## config.mk

```make
export PLATFORM = sky130hd
export DESIGN_NAME = fetch_unit
export DESIGN_NICKNAME = d
export VERILOG_FILES = /design/src/rtl/fetch_unit.sv
export SDC_FILE = /design/constraint.sdc
export NUM_CORES = 1
export LEC_CHECK = 0
export CORE_ASPECT_RATIO = 0.6
export CORE_MARGIN = 1.5
export CORE_UTILIZATION = 51
export DETAILED_ROUTE_END_ITERATION = 16
export PLACE_DENSITY = 0.78
export SLEW_MARGIN = 25
export SYNTH_ARGS = -nofsm -noshare
export SYNTH_HDL_FRONTEND = slang
export SYNTH_SLANG_ARGS = --single-unit
```

## constraint.sdc

```tcl
create_clock -name clk -period 7.3 [get_ports clk]
set_clock_uncertainty 0.1 [all_clocks]
set_input_delay 1.46 -clock clk [delete_from_list [all_inputs] [get_ports clk]]
set_output_delay 1.46 -clock clk [all_outputs]
set_load 0.05 [all_outputs]
```

## src/rtl/fetch_unit.sv

```systemverilog
// Instruction fetch: issues word requests under a 2-credit limit, queues responses in order for decode.
// Latency memory+1 cycle (no bypass); stalls issue when inflight+queued reaches 2; redirect flushes and drops stale responses.
module fetch_unit #(
  parameter logic [31:0] RESET_PC = 32'h0000_0000
) (
  input  logic        clk,
  input  logic        rst,
  output logic        imem_req_valid,
  input  logic        imem_req_ready,
  output logic [31:0] imem_req_addr,
  input  logic        imem_rsp_valid,
  input  logic [31:0] imem_rsp_data,
  input  logic        redirect_valid,
  input  logic [31:0] redirect_pc,
  output logic        inst_valid,
  input  logic        inst_ready,
  output logic [31:0] inst,
  output logic [31:0] inst_pc
);

  // pc keeps the raw target; alignment is applied where the address leaves the block
  logic [31:0] pc;

  logic [31:0] q_word [2];
  logic [31:0] q_pc   [2];
  logic        q_head;
  logic [1:0]  q_cnt;
  logic [1:0]  q_cnt_nxt;

  logic [31:0] a_addr [2];
  logic        a_head;
  logic [1:0]  inflight;
  logic [1:0]  inflight_nxt;
  logic [1:0]  drop_cnt;

  logic        credit;
  logic        accept;
  logic        q_push;
  logic        q_pop;
  logic        q_wr_idx;
  logic        a_wr_idx;

  assign credit         = ({1'b0, inflight} + {1'b0, q_cnt}) < 3'd2;
  assign imem_req_valid = !rst && !redirect_valid && credit;
  assign imem_req_addr  = {pc[31:2], 2'b00};
  assign accept         = imem_req_valid && imem_req_ready;

  assign q_push   = imem_rsp_valid && (drop_cnt == 2'd0) && !redirect_valid;
  assign q_pop    = inst_valid && inst_ready;
  assign q_wr_idx = q_head ^ q_cnt[0];
  assign a_wr_idx = a_head ^ inflight[0];

  assign inst_valid = !rst && (q_cnt != 2'd0);
  assign inst       = inst_valid ? q_word[q_head] : 32'h0;
  assign inst_pc    = inst_valid ? q_pc[q_head]   : 32'h0;

  always_comb begin
    inflight_nxt = inflight;
    if (accept && !imem_rsp_valid)
      inflight_nxt = inflight + 2'd1;
    else if (!accept && imem_rsp_valid && (inflight != 2'd0))
      inflight_nxt = inflight - 2'd1;
  end

  always_comb begin
    q_cnt_nxt = q_cnt;
    case ({q_push, q_pop})
      2'b10:   q_cnt_nxt = q_cnt + 2'd1;
      2'b01:   q_cnt_nxt = q_cnt - 2'd1;
      default: q_cnt_nxt = q_cnt;
    endcase
  end

  always_ff @(posedge clk) begin
    if (rst) begin
      pc       <= RESET_PC;
      q_head   <= 1'b0;
      q_cnt    <= 2'd0;
      a_head   <= 1'b0;
      inflight <= 2'd0;
      drop_cnt <= 2'd0;
    end else begin
      if (redirect_valid)
        pc <= redirect_pc;
      else if (accept)
        pc <= pc + 32'd4;

      if (imem_rsp_valid && (inflight != 2'd0))
        a_head <= ~a_head;
      inflight <= inflight_nxt;

      // every response still owed at redirect time belongs to the abandoned path
      if (redirect_valid)
        drop_cnt <= inflight - {1'b0, imem_rsp_valid};
      else if (imem_rsp_valid && (drop_cnt != 2'd0))
        drop_cnt <= drop_cnt - 2'd1;

      if (redirect_valid) begin
        q_cnt <= 2'd0;
      end else begin
        if (q_pop)
          q_head <= ~q_head;
        q_cnt <= q_cnt_nxt;
      end
    end
  end

  // When full with a simultaneous pop, the write slot equals the slot being vacated.
  always_ff @(posedge clk) begin
    if (accept)
      a_addr[a_wr_idx] <= imem_req_addr;
    if (q_push) begin
      q_word[q_wr_idx] <= imem_rsp_data;
      q_pc[q_wr_idx]   <= a_addr[a_head];
    end
  end

  assert property (@(posedge clk) disable iff (rst) !(q_push && !q_pop && (q_cnt == 2'd2)));
  assert property (@(posedge clk) disable iff (rst) drop_cnt <= inflight);

endmodule

```

==> flow_summary.json, run 1 <==
{
  "ys.flop_type": "edfxtp_1",
  "max_stage_delay_ns": 0.85,
  "rrSetupSlack_ns": 3.27,
  "coreArea_um2": 17270,
  "dieHeight_um": 106.4,
  "power.leakage_nw": 3.746,
  "critical_path_class": "in2out",
  "run_status": "finished, final reports clean",
  "hold_buffers": 0,
  "maxSlewHeadroom_pct": 34.32,
  "multiInputGateArea_um2": 2592,
  "max_freq_ghz": 0.1919,
  "drive_gt1_share_pct": 10.43,
  "critical-path-slowest-cell": "clkdlybuf4s50_1",
  "grt_max_degree": 66,
  "finalHoldViolations": 0,
  "postRouteAntennaNets": 0,
  "dpl_cell_area_um2": 10950,
  "synth.avg_cell_area_um2": 14.18,
  "route.met2.wl_um": 9351,
  "io_pins": 168,
  "wl_per_cell_um": 18.46,
  "wl_met3_um": 1041,
  "top_layer": "met4",
  "numCtsBuffers": 21,
  "cts.repair.resized": 0,
  "num_rows": 37,
  "synth_cells": 641,
  "end_kind": "primary output",
  "worstReg2RegEnd": "a_addr[1][29]",
  "stdcell_count": 1049,
  "start_util_pct": 52.63,
  "pwr_density_cell_nw_per_um2": 236.3,
  "clk_path_buf_depth": 3,
  "setup_tns_ns": 0,
  "met1_length_um": 8680,
  "worstHoldStart": "pc[30]",
  "worstMarginPinSlew_ns": 0.9830,
  "drt_first_iter_violations": 456,
  "dpl.cell_count": 1011,
  "grt_usage_pct": 20.67,
  "ctsHtreeMaxLevel": 1,
  "wirelength_um": 19370,
  "synthesis.area_um2": 9087,
  "grt_pass1_vias": 5651,
  "clk_transition_reported_paths_ns": 0.07,
  "peakVddDrop_v": 0.0001341,
  "antennaDiodeCount": 0,
  "min_to": "a_addr[0][28]",
  "setup_viol": 0,
  "worstPathCellList": "clkdlybuf4s50_1 > or2_2 > buf_4 > nor2_1 > clkdlybuf4s50_1",
  "worstPathArrival_ns": 3.65,
  "p_sw_uw": 622.5,
  "hold_path.class": "reg2reg",
  "worstSetupStartpointType": "input port",
  "swShare_pct": 22.67,
  "dr.pass1.iters": 5,
  "nFillCells": 1185,
  "antenna_found_initial": 0,
  "cp_num_buf_inv": 3,
  "final_design_area_no_fill_um2": 11620,
  "nets": 875,
  "rsz0062_at_grt": "false",
  "finalCritPeriodShare_pct": 71.40,
  "die_x_um": 175.3,
  "tritoncts": "done",
  "slew_viol_final": 0,
  "cts_root_buf": "clkbuf_16",
  "cts_setup_buffers": 0,
  "drc": 0,
  "internal_power_mw": 2.123,
  "critPathMaxFanout": 65,
  "p_seq_share_pct": 53.0,
  "clkLatencyLatePin_ns": 0.50,
  "critPathRequiredTime_ns": 5.74,
  "maxCapViolations": 0,
  "portBuffers": 161,
  "cpLargestDelayFamily": "buffers and inverters",
  "ys_seq_area_share_pct": 69.61,
  "post-dp-hpwl_um": 12620,
  "areaGrowthSynthToFinish_pct": 27.85,
  "grt-ovfl-total": 0,
  "ff2ff_path_depth": 6,
  "grt_first_pass_wirelength_um": 30060,
  "vias_per_cell": 5.403,
  "ys_async_sr_fraction_pct": 0,
  "routabilityCongestion": 0.7791,
  "synth_cell_types": 42,
  "p_clk_share_pct": 38.7,
  "die-area_um2": 18650,
  "fin_crit_ns": 5.212,
  "power_frac_comb_pct": 8.3,
  "cts_sinks": 224,
  "ys_warn_count": 0,
  "vias": 5668,
  "min_path_cells": 0,
  "finish.utilization_pct": 67.29,
  "ys_ff_latch": 224,
  "r2r-start": "inflight[0]",
  "cpMostUsedCell": "clkdlybuf4s50_1",
  "register_area_um2": 6330,
  "synth_edf_count": 184
}
## per-stage QoR
| stage | setup slack [ns] | hold WS (ns) | power (mW) |
|---|---|---|---|
| 2_1_floorplan | 1.780 | 0.4151 | 1.610 |
| 3_3_place_gp | 2.141 | 0.4277 | 1.701 |
| 3_5_place_dp | 2.092 | 0.4341 | 1.710 |
| 4_1_cts | 2.092 | 0.4391 | 2.760 |
| 5_1_grt | 2.012 | 0.4618 | 2.833 |
| 6_report | 2.088 | 0.4443 | 2.746 |
## state kept, by name, indices dropped and copies added (netlist names), named ones only
| name | count |
|---|---|
| drop_cnt | 2 |
| pc | 30 |
| q_word | 64 |
| q_head | 1 |
| a_head | 1 |
| q_pc | 60 |
| inflight | 2 |
| a_addr | 60 |
| q_cnt | 2 |
## area by class of cell
cell class                 count  share of cell area (%)
multi-input combinational    372                   22.31
sequential                   224                   54.48
clock buffer                  26                   4.684
clock inverter                12                   1.055
timing repair buffer         171                   14.62
inverter                      10                  0.3231
tap                          234                   2.520
## metal layers
layer,track usage [%],vias to the layer above
met5,0,-
met4,4.457,0
met3,3.541,29
met2,34.44,197
met1,28.70,2758
li1,-,2684
## synthesized netlist by cell type (all sizes together) (3+ instances only)
master	n	area share, %
a211oi	16	1.4
a21oi	16	0.88
and3	9	0.62
and4	4	0.39
buf	11	0.73
clkbuf	27	1.1
dfxtp	40	8.8
edfxtp	184	61
ha	4	0.55
inv	10	0.41
mux2	32	4.0
mux2i	64	7.0
nand2	22	0.91
nand3	10	0.61
nand4	10	0.69
nor2	96	4.0
nor3	14	0.77
nor4	8	0.72
o21ai	3	0.17
o22ai	7	0.48
or3	3	0.21
xnor2	26	2.5
xor2	7	0.67
## cells in the final DEF (no fill, tap or decap), drive strengths merged, types with 3 or more instances in the layout
cell type        n
nor4             8
nand4           10
mux2i           64
and3             9
ha               4
nor2            96
o21ai            3
xnor2           26
clkdlybuf4s50  161
clkbuf          26
a211oi          16
a21oi           16
nor3            14
mux2            32
nand2           22
and4             4
conb             4
inv             12
edfxtp         184
buf             10
nand3           10
clkinv           7
xor2             7
dfxtp           40
o22ai            7
or3              3
## worst max-delay path by stage
stage                              start     endpoint  slack (ns)  depth (start not counted)
after floorplan           redirect_valid  q_pc[0][10]        1.78                          5
after global placement               rst  inst_pc[31]        2.14                          5
after detailed placement             rst      inst[0]        2.09                          5
after CTS                            rst      inst[0]        2.09                          5
after global routing                 rst      inst[8]        2.01                          5
final                                rst      inst[0]        2.09                          5
## cells by family after synthesis
kind of cell	after synthesis	synth area share [%]
and+or+nand+nor	187	9.775
buffers and inverters	48	2.258
muxes	96	11.01
other	1	0.04127
adders and majority gates	5	0.7711
DFF	224	69.61
xor gates and xnor gates	33	3.181
AOI/OAI and AO/OA	47	3.346
## power by group through the flow
stage          registers [mW]  clock network [mW]  logic, mW
2_1_floorplan            1.51                   0     0.0997
3_3_place_gp             1.48                   0      0.221
4_1_cts                  1.45                1.08      0.229
3_5_place_dp             1.48                   0      0.228
6_report                 1.46                1.06      0.229
5_1_grt                  1.46                1.13      0.243
No activity file was read; power rests on OpenSTA's default activity.
==> run 2: changes to the inputs <==
Settings changed: CORE_UTILIZATION 51 to 47, PLACE_DENSITY 0.78 to 0.76.
Clock period 7.3 ns to 4.21 ns, I/O delays scaled along.
==> flow_summary.json, run 2 (synthesized netlist as in run 1, its figures left out) <==
{
  "ff2ff_path_depth": 7,
  "drive_gt1_share_pct": 18.44,
  "grt-ovfl-total": 0,
  "antennaDiodeCount": 0,
  "min_path_cells": 0,
  "worstPathArrival_ns": 2.64,
  "fin_crit_ns": 3.582,
  "worstSetupStartpointType": "input port",
  "cts_root_buf": "clkbuf_16",
  "grt_pass1_vias": 5796,
  "rrSetupSlack_ns": 0.75,
  "clk_transition_reported_paths_ns": 0.06,
  "setup_viol": 0,
  "power.leakage_nw": 3.888,
  "peakVddDrop_v": 0.0002365,
  "tritoncts": "done",
  "rsz0062_at_grt": "false",
  "coreArea_um2": 18980,
  "cts.repair.resized": 0,
  "vias_per_cell": 5.399,
  "reg_top3": "q_word (64), a_addr (60), q_pc (60)",
  "stdcell_count": 1065,
  "nFillCells": 1435,
  "io_pins": 168,
  "worstHoldStart": "pc[30]",
  "min_to": "a_addr[0][28]",
  "regMostFlops": "q_word",
  "worstMarginPinSlew_ns": 0.9934,
  "nets": 881,
  "die-area_um2": 20210,
  "vias": 5750,
  "critPathMaxFanout": 54,
  "routabilityCongestion": 0.7891,
  "wl_per_cell_um": 19.12,
  "grt_usage_pct": 19.97,
  "wirelength_um": 20370,
  "numCtsBuffers": 21,
  "areaGrowthSynthToFinish_pct": 26.28,
  "clk_path_buf_depth": 3,
  "critPathRequiredTime_ns": 3.27,
  "finalCritPeriodShare_pct": 85.09,
  "critical_path_class": "in2out",
  "hold_path.class": "reg2reg",
  "grt_max_degree": 55,
  "cts_sinks": 224,
  "max_freq_ghz": 0.2792,
  "slew_viol_final": 0,
  "r2r-start": "inflight[0]",
  "finalHoldViolations": 0,
  "pwr_density_cell_nw_per_um2": 405.6,
  "largest_reg_flops": 64,
  "maxSlewHeadroom_pct": 33.77,
  "run_status": "finished, final reports clean",
  "antenna_found_initial": 0,
  "worstReg2RegEnd": "pc[19]",
  "final_common_cell": "edfxtp_1",
  "start_util_pct": 47.87,
  "postRouteAntennaNets": 0,
  "clkLatencyLatePin_ns": 0.49,
  "num_rows": 39,
  "dieHeight_um": 110.7,
  "final_cell_mix": "edfxtp_1, clkdlybuf4s50_1, nor2_1, buf_4, mux2i_1",
  "dr.pass1.iters": 7,
  "maxCapViolations": 0,
  "grt_first_pass_wirelength_um": 31510,
  "hold_buffers": 0,
  "drt_first_iter_violations": 500,
  "end_kind": "primary output",
  "post-dp-hpwl_um": 13290,
  "setup_tns_ns": 0,
  "drc": 0,
  "ctsHtreeMaxLevel": 1,
  "die_x_um": 182.5,
  "dpl.cell_count": 1029,
  "portBuffers": 161,
  "cts_setup_buffers": 0
}
==> run 2: layout make-up <==
class	instances	area [um2]	area share (%)
clock buffers	28	581.8	5.070
inverters	10	37.54	0.3271
flip-flops and latches	224	6330	55.16
repair buffers	177	1597	13.91
clock inverters	8	35.03	0.3053
multi-input cells	372	2587	22.55
well taps	246	307.8	2.682
==> run 2: metrics by stage <==
stage,setup WS (ns),area (um2),hold WS [ns],util [%],power [mW]
detailed placement,0.6526,10860,0.4349,57.21,2.970
floorplan,0.1353,9104,0.4151,-,2.790
CTS,0.6576,11480,0.4445,60.46,4.689
global placement,0.6964,10860,0.4281,57.21,2.953
global route,0.5741,11480,0.4569,60.46,4.797
finish,0.6278,11480,0.4377,60.46,4.655
==> run 2: how the worst max path moves through the flow <==
| stage | startpoint | endpoint | depth (start not counted) |
|---|---|---|---|
| after CTS | rst | inst_pc[3] | 6 |
| after detailed placement | imem_req_ready | a_addr[0][7] | 5 |
| after global placement | rst | inst_pc[3] | 6 |
| final | rst | inst_pc[3] | 6 |
| after global routing | rst | inst_pc[5] | 6 |
| after floorplan | inflight[0] | a_addr[0][0] | 8 |
==> run 2: power breakdown <==
group	switching [mW]	internal [mW]
sequential	0.0560	2.47
clock	0.766	0.965
combinational	0.238	0.163
total	1.06	3.60
==> run 2: worst max-delay path: stages <==
cell	delay (ns)
clkdlybuf4s50_1	0.39
buf_4	0.17
or2_2	0.46
buf_12	0.25
nor2_1	0.23
buf_4	0.24
==> run 2: layer usage <==
layer / wire length [um] / track usage, % / vias to the layer above
met1: 9000 / 28.33 / 2792
met5: 0 / 0 / -
li1: - / - / 2684
met4: 268 / 4.187 / 0
met2: 9572 / 32.29 / 244
met3: 1524 / 3.778 / 30
